**config.mk**
```make
export PLATFORM = sky130hd
export DESIGN_NAME = fetch_controller_flat
export DESIGN_NICKNAME = d
export VERILOG_FILES = /design/src/rtl/fetch_controller_if.sv /design/src/rtl/fetch_controller.sv /design/src/flat_wrapper.sv
export SDC_FILE = /design/constraint.sdc
export NUM_CORES = 1
export LEC_CHECK = 0
export CORE_MARGIN = 2
export CORE_UTILIZATION = 34
export CTS_CLUSTER_SIZE = 30
export DETAILED_ROUTE_END_ITERATION = 16
export PLACE_DENSITY = 0.82
export REMOVE_ABC_BUFFERS = 1
export SYNTH_ARGS = -nofsm -noshare
export SYNTH_HDL_FRONTEND = slang
export SYNTH_SLANG_ARGS = --single-unit
```
**constraint.sdc**
```tcl
create_clock -name clk -period 2.61 [get_ports clk]
set_clock_uncertainty 0.1 [all_clocks]
set_input_delay 0.522 -clock clk [delete_from_list [all_inputs] [get_ports clk]]
set_output_delay 0.522 -clock clk [all_outputs]
set_load 0.1 [all_outputs]
```
**src/rtl/fetch_controller_if.sv**
```systemverilog
// rtl/fetch_controller_if.sv - fetch controller memory and decode port bundle
//
// Signals:
//   mem_addr     address to the synchronous instruction memory
//   mem_instr    registered memory read data (one cycle after mem_addr)
//   instr_out    instruction presented to decode
//   instr_valid  instr_out valid
//   instr_ready  decode accepts instr_out this cycle
//   pc_out       address of the word on instr_out
// Modports: master = fetch controller, slave = memory/decode side.
interface fetch_controller_if #(
  parameter int ADDR_W = 10
) ();
  logic [ADDR_W-1:0] mem_addr;
  logic [31:0]       mem_instr;
  logic [31:0]       instr_out;
  logic              instr_valid;
  logic              instr_ready;
  logic [ADDR_W-1:0] pc_out;

  modport master (
    output mem_addr,
    input  mem_instr,
    output instr_out,
    output instr_valid,
    input  instr_ready,
    output pc_out
  );

  modport slave (
    input  mem_addr,
    output mem_instr,
    input  instr_out,
    input  instr_valid,
    output instr_ready,
    input  pc_out
  );
endinterface

```
**src/rtl/fetch_controller.sv**
```systemverilog
// rtl/fetch_controller.sv - instruction fetch sequencer with optional RAW interlock
//
// Ports:
//   clk, rst    clock, asynchronous active-high reset
//   start       begin a run (sampled in IDLE/DONE only)
//   bus         fetch_controller_if.master: memory address/data, decode handshake, pc_out
//   busy        high while running
//   done        high after the word at END_ADDR has been accepted
//   bubble_cnt  saturating count of inserted NOP bubbles (zero unless interlock built)
// Build option: FETCH_HAZARD_INTERLOCK_EN enables the read-after-write interlock.
module fetch_controller #(
  parameter int ADDR_W      = 10,
  parameter int START_ADDR  = 0,
  parameter int END_ADDR    = 1023,
  parameter int HAZARD_DIST = 3
) (
  input  logic               clk,
  input  logic               rst,
  input  logic               start,
  fetch_controller_if.master bus,
  output logic               busy,
  output logic               done,
  output logic [15:0]        bubble_cnt
);
  localparam logic [ADDR_W-1:0] START_PC = ADDR_W'(START_ADDR);
  localparam logic [ADDR_W-1:0] END_PC   = ADDR_W'(END_ADDR);
  localparam logic [31:0]       NOP_WORD = 32'h41E0_0000;

  if (HAZARD_DIST < 1 || HAZARD_DIST > 7) begin : g_bad_dist
    $error("fetch_controller: HAZARD_DIST must be 1..7");
  end
  if (END_ADDR < START_ADDR) begin : g_bad_range
    $error("fetch_controller: END_ADDR must not be below START_ADDR");
  end

  typedef enum logic [1:0] {S_IDLE, S_RUN, S_DONE} state_t;

  state_t            state;
  logic [ADDR_W-1:0] pc;
  logic              valid_q;
  logic              accept;
  logic              stall;
  logic              at_end;
  logic              run_entry;

  assign accept    = valid_q & bus.instr_ready;
  assign at_end    = (pc == END_PC);
  assign run_entry = (state != S_RUN) & start;

  // Address runs one word ahead only when the current word leaves; otherwise the
  // memory re-reads the held word so mem_instr stays valid under back-pressure.
  always_comb begin
    bus.mem_addr = START_PC;
    if (valid_q) begin
      if (accept && !stall) bus.mem_addr = at_end ? START_PC : pc + ADDR_W'(1);
      else                  bus.mem_addr = pc;
    end
  end

  assign bus.instr_out   = (valid_q && !stall) ? bus.mem_instr : NOP_WORD;
  assign bus.instr_valid = valid_q;
  assign bus.pc_out      = pc;

  always_ff @(posedge clk or posedge rst) begin
    if (rst) begin
      state   <= S_IDLE;
      pc      <= START_PC;
      valid_q <= 1'b0;
      busy    <= 1'b0;
      done    <= 1'b0;
    end else begin
      case (state)
        S_IDLE, S_DONE: begin
          if (start) begin
            state   <= S_RUN;
            pc      <= START_PC;
            valid_q <= 1'b1;
            busy    <= 1'b1;
            done    <= 1'b0;
          end
        end
        S_RUN: begin
          if (accept && !stall) begin
            if (at_end) begin
              state   <= S_DONE;
              valid_q <= 1'b0;
              busy    <= 1'b0;
              done    <= 1'b1;
            end else begin
              pc <= pc + ADDR_W'(1);
            end
          end
        end
        default: state <= S_IDLE;
      endcase
    end
  end

`ifdef FETCH_HAZARD_INTERLOCK_EN
  localparam logic [5:0] OP_LOAD  = 6'b010000;
  localparam logic [5:0] OP_STORE = 6'b010001;
  localparam logic [5:0] OP_RTYPE = 6'b001111;

  logic [5:0]                  op;
  logic                        is_nop;
  logic                        src_a_v;
  logic                        src_b_v;
  logic                        dst_v;
  logic [4:0]                  src_a;
  logic [4:0]                  src_b;
  logic [4:0]                  dst;
  // Slot 0 is the most recently accepted slot.
  logic [HAZARD_DIST-1:0]      hist_v;
  logic [HAZARD_DIST-1:0][4:0] hist_r;

  always_comb begin
    op      = bus.mem_instr[31:26];
    is_nop  = (bus.mem_instr == NOP_WORD);
    src_a   = bus.mem_instr[25:21];
    src_b   = bus.mem_instr[20:16];
    src_a_v = !is_nop && (op == OP_LOAD || op == OP_STORE || op == OP_RTYPE);
    src_b_v = !is_nop && (op == OP_STORE || op == OP_RTYPE);
    dst_v   = !is_nop && (op == OP_LOAD || op == OP_RTYPE);
    dst     = (op == OP_RTYPE) ? bus.mem_instr[15:11] : bus.mem_instr[20:16];
    stall   = 1'b0;
    for (int i = 0; i < HAZARD_DIST; i++) begin
      if (hist_v[i] && ((src_a_v && hist_r[i] == src_a) ||
                        (src_b_v && hist_r[i] == src_b))) begin
        stall = 1'b1;
      end
    end
    if (!valid_q) stall = 1'b0;
  end

  // A bubble occupies a slot like any other accept but carries no destination.
  always_ff @(posedge clk or posedge rst) begin
    if (rst) begin
      hist_v     <= '0;
      hist_r     <= '0;
      bubble_cnt <= '0;
    end else if (run_entry) begin
      hist_v <= '0;
    end else if (accept) begin
      for (int i = HAZARD_DIST - 1; i > 0; i--) begin
        hist_v[i] <= hist_v[i-1];
        hist_r[i] <= hist_r[i-1];
      end
      hist_v[0] <= dst_v & ~stall;
      hist_r[0] <= dst;
      if (stall && bubble_cnt != 16'hFFFF) bubble_cnt <= bubble_cnt + 16'd1;
    end
  end
`else
  assign stall      = 1'b0;
  assign bubble_cnt = 16'd0;
`endif
endmodule

```
**src/flat_wrapper.sv**
```systemverilog
// flat-port wrapper written by rule: the top's interface ports become plain ports
module fetch_controller_flat 
#(
  parameter int ADDR_W      = 10,
  parameter int START_ADDR  = 0,
  parameter int END_ADDR    = 1023,
  parameter int HAZARD_DIST = 3
)
  (clk, rst, start, busy, done, bubble_cnt, bus_mem_addr, bus_mem_instr, bus_instr_out, bus_instr_valid, bus_instr_ready, bus_pc_out);
  fetch_controller_if #(.ADDR_W(ADDR_W)) bus_i ();
  input  logic clk;
  input  logic rst;
  input  logic start;
  output logic busy;
  output logic done;
  output logic [15:0] bubble_cnt;
  output wire logic [$bits(bus_i.mem_addr)-1:0] bus_mem_addr;
  input wire logic [$bits(bus_i.mem_instr)-1:0] bus_mem_instr;
  output wire logic [$bits(bus_i.instr_out)-1:0] bus_instr_out;
  output wire logic [$bits(bus_i.instr_valid)-1:0] bus_instr_valid;
  input wire logic [$bits(bus_i.instr_ready)-1:0] bus_instr_ready;
  output wire logic [$bits(bus_i.pc_out)-1:0] bus_pc_out;
  assign bus_mem_addr = bus_i.mem_addr;
  assign bus_i.mem_instr = bus_mem_instr;
  assign bus_instr_out = bus_i.instr_out;
  assign bus_instr_valid = bus_i.instr_valid;
  assign bus_i.instr_ready = bus_instr_ready;
  assign bus_pc_out = bus_i.pc_out;
  fetch_controller #(.ADDR_W(ADDR_W), .START_ADDR(START_ADDR), .END_ADDR(END_ADDR), .HAZARD_DIST(HAZARD_DIST)) u_core (.clk(clk), .rst(rst), .start(start), .bus(bus_i), .busy(busy), .done(done), .bubble_cnt(bubble_cnt));
endmodule
```
# Word-level counts from Yosys, hierarchy flattened
# Index checks and enable logic that the tools add are counted.
# W data, S select, Z words.
[classes]
add_sub_neg = 1
n_reduce_logical = 6
bitwise_logic = 1
n_eq_ne = 7
mux = 20
[op_table]
columns = ["operator", "n"]
rows = [
  ["$mux W10", 6],
  ["$mux W32", 1],
  ["$pmux W10 S2", 1],
  ["$add A10 B1 Y10 const B", 1],
  ["$eq A10 B10 Y1 const B", 1],
  ["$reduce_and A4 Y1", 2],
  ["$mux W1", 6],
  ["$mux W2", 3],
  ["$ne A2 B1 Y1 const B", 2],
  ["$ne A2 B2 Y1 const B", 2],
  ["$pmux W1 S2", 2],
  ["$pmux W2 S2", 1],
  ["$reduce_and A3 Y1", 1],
  ["$eq A2 B1 Y1 const B", 1],
  ["$eq A2 B2 Y1 const B", 1],
  ["$logic_not A2 Y1", 1],
  ["$reduce_bool A2 Y1", 1],
  ["$reduce_or A2 Y1", 1],
  ["$and A1 B1 Y1", 1],
]
[totals]
reg_bits = 14
inputBits = 36
output_inout_bits = 71
word_cells = 39

# Logic depth before layout (Yosys ltp)
# Gate-level depths: netlist (run 1).
[depth]
word_depth = 4
ltp_mapped = 6
mapped_depth_nobuf = 5

# Worst setup path after synthesis (run 1)
# No wires, ideal clock.
[synth_timing]
path_type = "register to output"
from = "reg u_core.pc[1], in the netlist u_core.bus.pc_out[1]"
to = "out bus_mem_addr[3]"
n_path_buf = 1
t_arrival_ps = 3872
setup_slack_ps = -1884
path_stages_with_launch = 7
cell_sequence = "dfrtp_1 ha_1 nand3_2 or3_1 buf_6 a21oi_1 nor3b_1"
[synth_between]
elab_chain_cells = 4
word_cells_on_any_way = 5
[synth_rtl]
columns = ["element", "line_no", "rtl"]
rows = [
  ["start: declaration", "fetch_controller.sv:39", "logic [ADDR_W-1:0] pc;"],
  ["start signal: assignment", "fetch_controller.sv:90", "pc <= pc + ADDR_W'(1);"],
  ["$add A10 B1 Y10 / $eq A10 B10 Y1 (equally long branches)", "fetch_controller.sv:55, fetch_controller.sv:47", ""],
  ["$mux W10 (*) (2 in series)", "fetch_controller.sv:55", "if (accept && !stall) bus.mem_addr = at_end ? START_PC : pc + ADDR_W'(1);"],
  ["$mux W10 (*)", "fetch_controller.sv:54", "if (valid_q) begin"],
  ["end: declaration", "flat_wrapper.sv:17", "output wire logic [$bits(bus_i.mem_addr)-1:0] bus_mem_addr;"],
]
# Every way passes the cells marked *; elsewhere a longest branch is shown, timed or not.

# Worst setup path in the final report (run 1)
[layout_timing]
from = "reg u_core.pc[1], in the netlist u_core.bus.pc_out[1]"
to = "out bus_mem_addr[7]"
# Same word-level chain as after synthesis.

==> results of run 1 <==
==> power by group through the flow <==
stage               Combinational (uW)  Sequential [uW]  Clock [uW]
floorplan                          599              550           0
global placement                  1260              307           0
detailed placement                1270              308           0
CTS                               1280              308         224
global route                      1330              320         232
finish                            1290              315         222
==> area by class of cell <==
type | count | area [um2]
Sequential cell | 14 | 354
Fill cell | 272 | 1090
Clock buffer | 4 | 55.1
Inverter | 2 | 7.51
Timing Repair Buffer | 107 | 1450
Tap cell | 50 | 62.6
Multi-Input combinational cell | 147 | 921
==> cells in the final DEF (no fill, tap or decap), drive strengths merged, types with 4 or more instances in the layout <==
master         Yosys  layout
nand2              9       9
and2              32      32
o21ai              9       9
buf               20      72
o31ai              5       5
nor2b              4       4
conb               1      16
nor2               8       8
nand3              8       8
dfrtp             14      14
clkbuf             8       4
nor3               5       5
nor3b              4       4
clkdlybuf4s50      0      34
nand2b             8       8
a21oi              4       4
==> through the flow <==
step	cells	instance area, um2	worst slack (ns)	hold slack, ns	utilization, %
after floorplan	163	1250	-2.38	0.311	-
after global placement	318	2740	0.0825	0.384	69.4
after detailed placement	318	2740	0.0689	0.388	69.4
after CTS	323	2820	0.0101	0.405	71.4
after global routing	324	2850	-0.00102	0.441	72.2
final	324	2850	0.0662	0.400	72.2
==> flip-flops by register name, indices dropped and copies added, names as in the netlist <==
name,count
u_core.bus.instr_valid,1
u_core.bus.pc_out,10
u_core.done,1
u_core.state,2
==> critical path, stage by stage (launching register included) <==
cell and delay (ns):
dfrtp_1 0.39, ha_4 0.17, nand3_2 0.09, or3_4 0.41, and3_4 0.17, o31a_1 0.27, buf_12 0.18
==> cells by family after synthesis <==
logic type	share of synthesized area, %
AOI/OAI and AO/OA	17.6
xor gates and xnor gates	2.55
adders and majority gates	0.911
buffers and inverters	13.8
DFF	25.5
muxes	0.820
other	0.273
and+or+nand+nor	38.6
==> routing by layer <==
layer | GRT usage [%] | up-vias | wire length [um] | share of wire (%)
met5 | 0 | - | 0 | 0
met4 | 9.44 | 0 | 128 | 2.7
met3 | 6.00 | 14 | 619 | 13
met2 | 35.3 | 105 | 2290 | 48
met1 | 23.9 | 777 | 1690 | 36
li1 | - | 783 | - | -
==> worst paths after layout <==
kind	start	to	slack, ns	depth (start not counted)
setup reg to reg	u_core.bus.instr_valid	u_core.bus.pc_out[5]	0.71	5
hold / removal	u_core.done	u_core.done	0.40	1
max in group asynchronous	rst	u_core.bus.pc_out[5]	1.50	2
hold reg to reg	u_core.done	u_core.done	0.40	1
setup / recovery	u_core.bus.pc_out[1]	bus_mem_addr[7]	0.07	6
min in group asynchronous	rst	u_core.bus.pc_out[9]	0.51	2
==> timing repair <==
| item | in CTS | in global routing |
|---|---|---|
| setup endpoints to repair | 4 | 7 |
| pin swaps | 1 | 2 |
| gates cloned | 0 | 0 |
| setup buffers | 1 | 1 |
| resized for setup | 3 | 8 |
==> impl_results.md, run 1 <==
* Num CTS Buffers at 3
* Post-synthesis cell area at around 1400 um2
* Clk Latency, worst-skew pair at 0.26 ns
* Die W at about 68 um
* Outcome: finished clean
* Max Clk Rate at between 300 and 400 MHz
* Vias in the first global route at 1486
* Total track usage at around 21%
* CTS tree: built
* Ant. Diodes at 0
* CTS sink cnt at 14
* First-pass GRT wire length at roughly 7100 um
* DR vias at 1679
* Routed wire length at 4720 um
* H-tree depth at 1
* Int Power at a little under 800 uW
* Type of the tightest min-delay check: reg -> reg
* Critical path type: reg -> out
* Startpoint Class: flip-flop
* Share of post-route cells with drive strength above 1 at roughly a third
* CTS max path bufs at 2
* Final hold viol count at 0
* Drt first pass iters at 4
* HPWL after DPL at roughly 3700 um
* Full die area at 4560 um2
* Switching Power at 1040 uW
* Worst path required time at approximately 2.0 ns
* Die H at approximately 68 um
* PwrDens at about 640 nW/um2
* CORE AREA at just under 4000 um2
* Gate power share at between 70% and 80%
* DRT antenna net count at 0
* Initial Util at 34.8%
* Sequential area share after synthesis at 25.5%
* Num ports at 107
* Max Cap Violations at 0
* Initial antenna violation count at 0
* Setup TNS at 0 ns
* Number of synthesized flops with an enable pin at 0
* Post-synth top flop: dfrtp_1
* Worst Path Arrival at about 1.9 ns
* Synth Area per Inst at just under 8 um2
* Synth unique cells at 45
* Mapped Cells at 176
* Layout area overhead at 107%
* Iteration-0 DRC Markers at 83
* Setup violators final at 0
* Main area contributors after synthesis: dfrtp_1 26%, and2_1 15%, buf_4 9.8%, nand2b_1 3.6%, o21ai_0 2.9%
* Final Total Pwr at around 1800 uW
* Vias/cell at 5.18
* Yosys reg bits at 14
* Tightest Pin Transition at around 0.55 ns
* DR WL/cell at approximately 15 um
* Count leader, synth: and2_1
* Largest net degree at the start of global routing at 29
* Num rows at 23
* Seq pwr share at roughly 17%
* PortBufs at 90
* Synth area leader: dfrtp_1
* Final period util at a little over nine tenths
* Fraction of registers with async set or reset after synthesis at 100%
* Worst-path clk slew at 0.06 ns
* Synth warn at 0
* Total grt overflow at 0
* Element type at the critical path end: output pin
* Final net count at between 300 and 400
* Switching Fraction at a little under three fifths
* Hold_buf cts at 0
* Final-report max-slew violation count at 0
* Peak VDD IR at around 600 uV
* Clk pwr share at between 10 and 15%
* DRC at 0
* Headroom to the max-slew limit at between 60% and 70%
* Synth top area share at between 20% and 30%
* Final Wtd Congestion at a little under 0.9
* Clock Root Buffer: clkbuf_8
* Synth cell count leaders: 32 x and2_1, 18 x buf_4, 14 x dfrtp_1
* Leak pwr at about 0.0012 uW
* Period minus WS final at 2.54 ns
* Max FO, Critical Path at 4
(Power assumes the default switching activity.)
==> run 2, diff against run 1 <==
--- a/config.mk
+++ b/config.mk
@@ -5,12 +5,12 @@
 export SDC_FILE = /design/constraint.sdc
 export NUM_CORES = 1
 export LEC_CHECK = 0
-export CORE_MARGIN = 2
 export CORE_UTILIZATION = 34
 export CTS_CLUSTER_SIZE = 30
 export DETAILED_ROUTE_END_ITERATION = 16
 export PLACE_DENSITY = 0.82
 export REMOVE_ABC_BUFFERS = 1
+export SKIP_CTS_REPAIR_TIMING = 1
 export SYNTH_ARGS = -nofsm -noshare
 export SYNTH_HDL_FRONTEND = slang
 export SYNTH_SLANG_ARGS = --single-unit
==> run 2 against run 1 <==
Net effect: sequential share of layout area increased by 0.18 points; flip-flop and latch count unchanged; clock power decreased by 18%; critical path depth unchanged; final area decreased by 0.75%; total power decreased by 0.82%; core utilization increased by 2.7 points; critical endpoint unchanged; largest cell class unchanged.
==> impl_results.md, run 2 (synthesized netlist as in run 1, its figures left out) <==
* Hold_ws at 0.401 ns (+0.000572 ns)
* Worst Path Arrival at 1.95 ns (+0.03 ns)
* Setup violators final at 0 (unchanged)
* Worst path required time at 1.99 ns (about the same)
* Max FO, Critical Path at 6 (+2)
* Share of post-route cells with drive strength above 1 at 31.6% (-0.13 points)
* Clk pwr share at 10.1% (-2.1 points)
* Gr busiest metal: met2
* Type of the tightest min-delay check: reg -> reg
* Vias in the first global route at 1458 (-1.9%)
* Final net count at 311 (-0.32%)
* Outcome: finished clean
* DR WL/cell at 14.6 um (about the same)
* H-tree depth at 1 (unchanged)
* RR Endpoint: u_core.bus.pc_out[3]
* Seq pwr share at 17.4% (+0.2 points)
* Headroom to the max-slew limit at 63.4% (+0.42 points)
* Num CTS Buffers at 3 (unchanged)
* Setup TNS at 0 ns (unchanged)
* Commonest non-fill, non-tap cell in the layout: buf_12
* DRT antenna net count at 0 (unchanged)
* Final hold viol count at 0 (unchanged)
* Crit path capture: bus_mem_addr[7]
* PortBufs at 90 (unchanged)
* Critical path type: reg -> out
* Worst R2R Start: u_core.bus.instr_valid
* Element type at the critical path end: output pin
* Ant. Diodes at 0 (unchanged)
* Switching Power at 1050 uW (+0.77%)
* Worst-path clk slew at 0.06 ns (about the same)
* M1 GR Usage at 26.9% (+3.0 points)
* Routed wire length at 4660 um (-1.3%)
* Max Cap Violations at 0 (unchanged)
* Tightest Pin Transition at 0.548 ns (-0.00630 ns)
* Met3 Use GR at 4.34% (-1.7 points)
* Final Total Pwr at 1810 uW (-0.82%)
* Worst R2R Setup Slack at 0.83 ns (+0.12 ns)
* Num ports at 107 (unchanged)
* Die W at 65.5 um (-3.0%)
* Fillers at 249 (-8.5%)
* Die H at 65.5 um (-3.0%)
* Leak pwr at 0.00119 uW (-1.6%)
* Period minus WS final at 2.57 ns (+0.0269 ns)
* Drt first pass iters at 5 (+1)
* Most frequent cells in the layout: 44 x buf_12, 35 x clkdlybuf4s50_1, 32 x and2_1
* Final period util at 98.5% (+1.0 points)
* Iteration-0 DRC Markers at 90 (+8.4%)
* Layout area overhead at 106%
* Clock Root Buffer: clkbuf_8
* Worst Setup SP: u_core.bus.pc_out[1]
* Gate power share at 72.5% (+1.9 points)
* First-pass GRT wire length at 7290 um (+2.0%)
* Largest net degree at the start of global routing at 30 (+3.4%)
* Final-report max-slew violation count at 0 (unchanged)
* Final Wtd Congestion at 0.863 (-2.0%)
* Vias/cell at 5.14 (-0.86%)
* Max Clk Rate at 389 MHz (-1.0%)
* Switching Fraction at 58.0% (+0.91 points)
* DR vias at 1644 (-2.1%)
* CTS max path bufs at 2 (unchanged)
* Initial Util at 36.4% (+1.6 points)
* DRC at 0 (unchanged)
* PwrDens at 641 nW/um2 (about the same)
* Clk Latency, worst-skew pair at 0.25 ns (about the same)
* CORE AREA at 3770 um2 (-4.3%)
* Int Power at 761 uW (-2.9%)
* Max FFs per register at 10 (unchanged)
* Peak VDD IR at 652 uV (+11%)
* CTS sink cnt at 14 (unchanged)
* Startpoint Class: flip-flop
* Initial antenna violation count at 0 (unchanged)
* Full die area at 4290 um2 (-5.8%)
* CTS tree: built
* Worst Reg-to-Reg Cells at 4 (-1)
* Total grt overflow at 0 (unchanged)
* Total track usage at 22.0% (+1.2 points)
* HPWL after DPL at 3620 um (-1.6%)
* Met2 Usage GRT at 38.3% (+3.0 points)
* Num rows at 22 (-4.3%)
==> run 2: how the worst min path moves through the flow <==
stage	cells past startpoint	to	from	slack, ns
finish	1	u_core.done	u_core.done	0.40
global route	1	u_core.done	u_core.done	0.42
CTS	1	u_core.done	u_core.done	0.41
detailed placement	1	u_core.done	u_core.done	0.39
global placement	1	u_core.done	u_core.done	0.39
floorplan	1	u_core.bus.instr_valid	rst	0.31
==> run 2: power by group through the flow <==
| stage | Combinational, uW | Clock (uW) | Sequential [uW] |
|---|---|---|---|
| floorplan | 599 | 0 | 550 |
| global placement | 1270 | 0 | 301 |
| detailed placement | 1280 | 0 | 304 |
| CTS | 1290 | 185 | 300 |
| global route | 1360 | 192 | 320 |
| finish | 1310 | 183 | 316 |
==> run 2: final cells by class <==
cell class | count | area [um2] | area share (%)
clock buffers | 3 | 41.3 | 1.46
inverters | 2 | 7.51 | 0.266
multi-input cells | 147 | 923 | 32.7
flip-flops and latches | 14 | 357 | 12.6
well taps | 48 | 60.1 | 2.12
repair buffers | 106 | 1440 | 50.9
==> run 2: worst max-delay path, cell delays in order (launching register included) <==
cell and delay, ns:
dfrtp_1 0.39, ha_4 0.18, nand3_4 0.11, or3_4 0.40, and3_4 0.17, o31a_1 0.27
buf_12 0.17
==> run 2: per-layer routing <==
metal / up-vias / share of wire [%] / routed length, um
met5: - / 0 / 0
met4: 0 / 1.1 / 53
met3: 8 / 10 / 472
met2: 110 / 51 / 2360
met1: 746 / 38 / 1780
li1: 780 / - / -
==> run 2: per-stage QoR <==
stage	std cells	cell area [um2]	util [%]	worst slack [ns]
after global placement	315	2730	72.3	0.129
after CTS	318	2770	73.4	-0.129
after floorplan	163	1250	-	-2.38
after detailed placement	315	2730	72.3	0.104
after global routing	320	2830	75.0	-0.0234
final	320	2830	75.0	0.0393
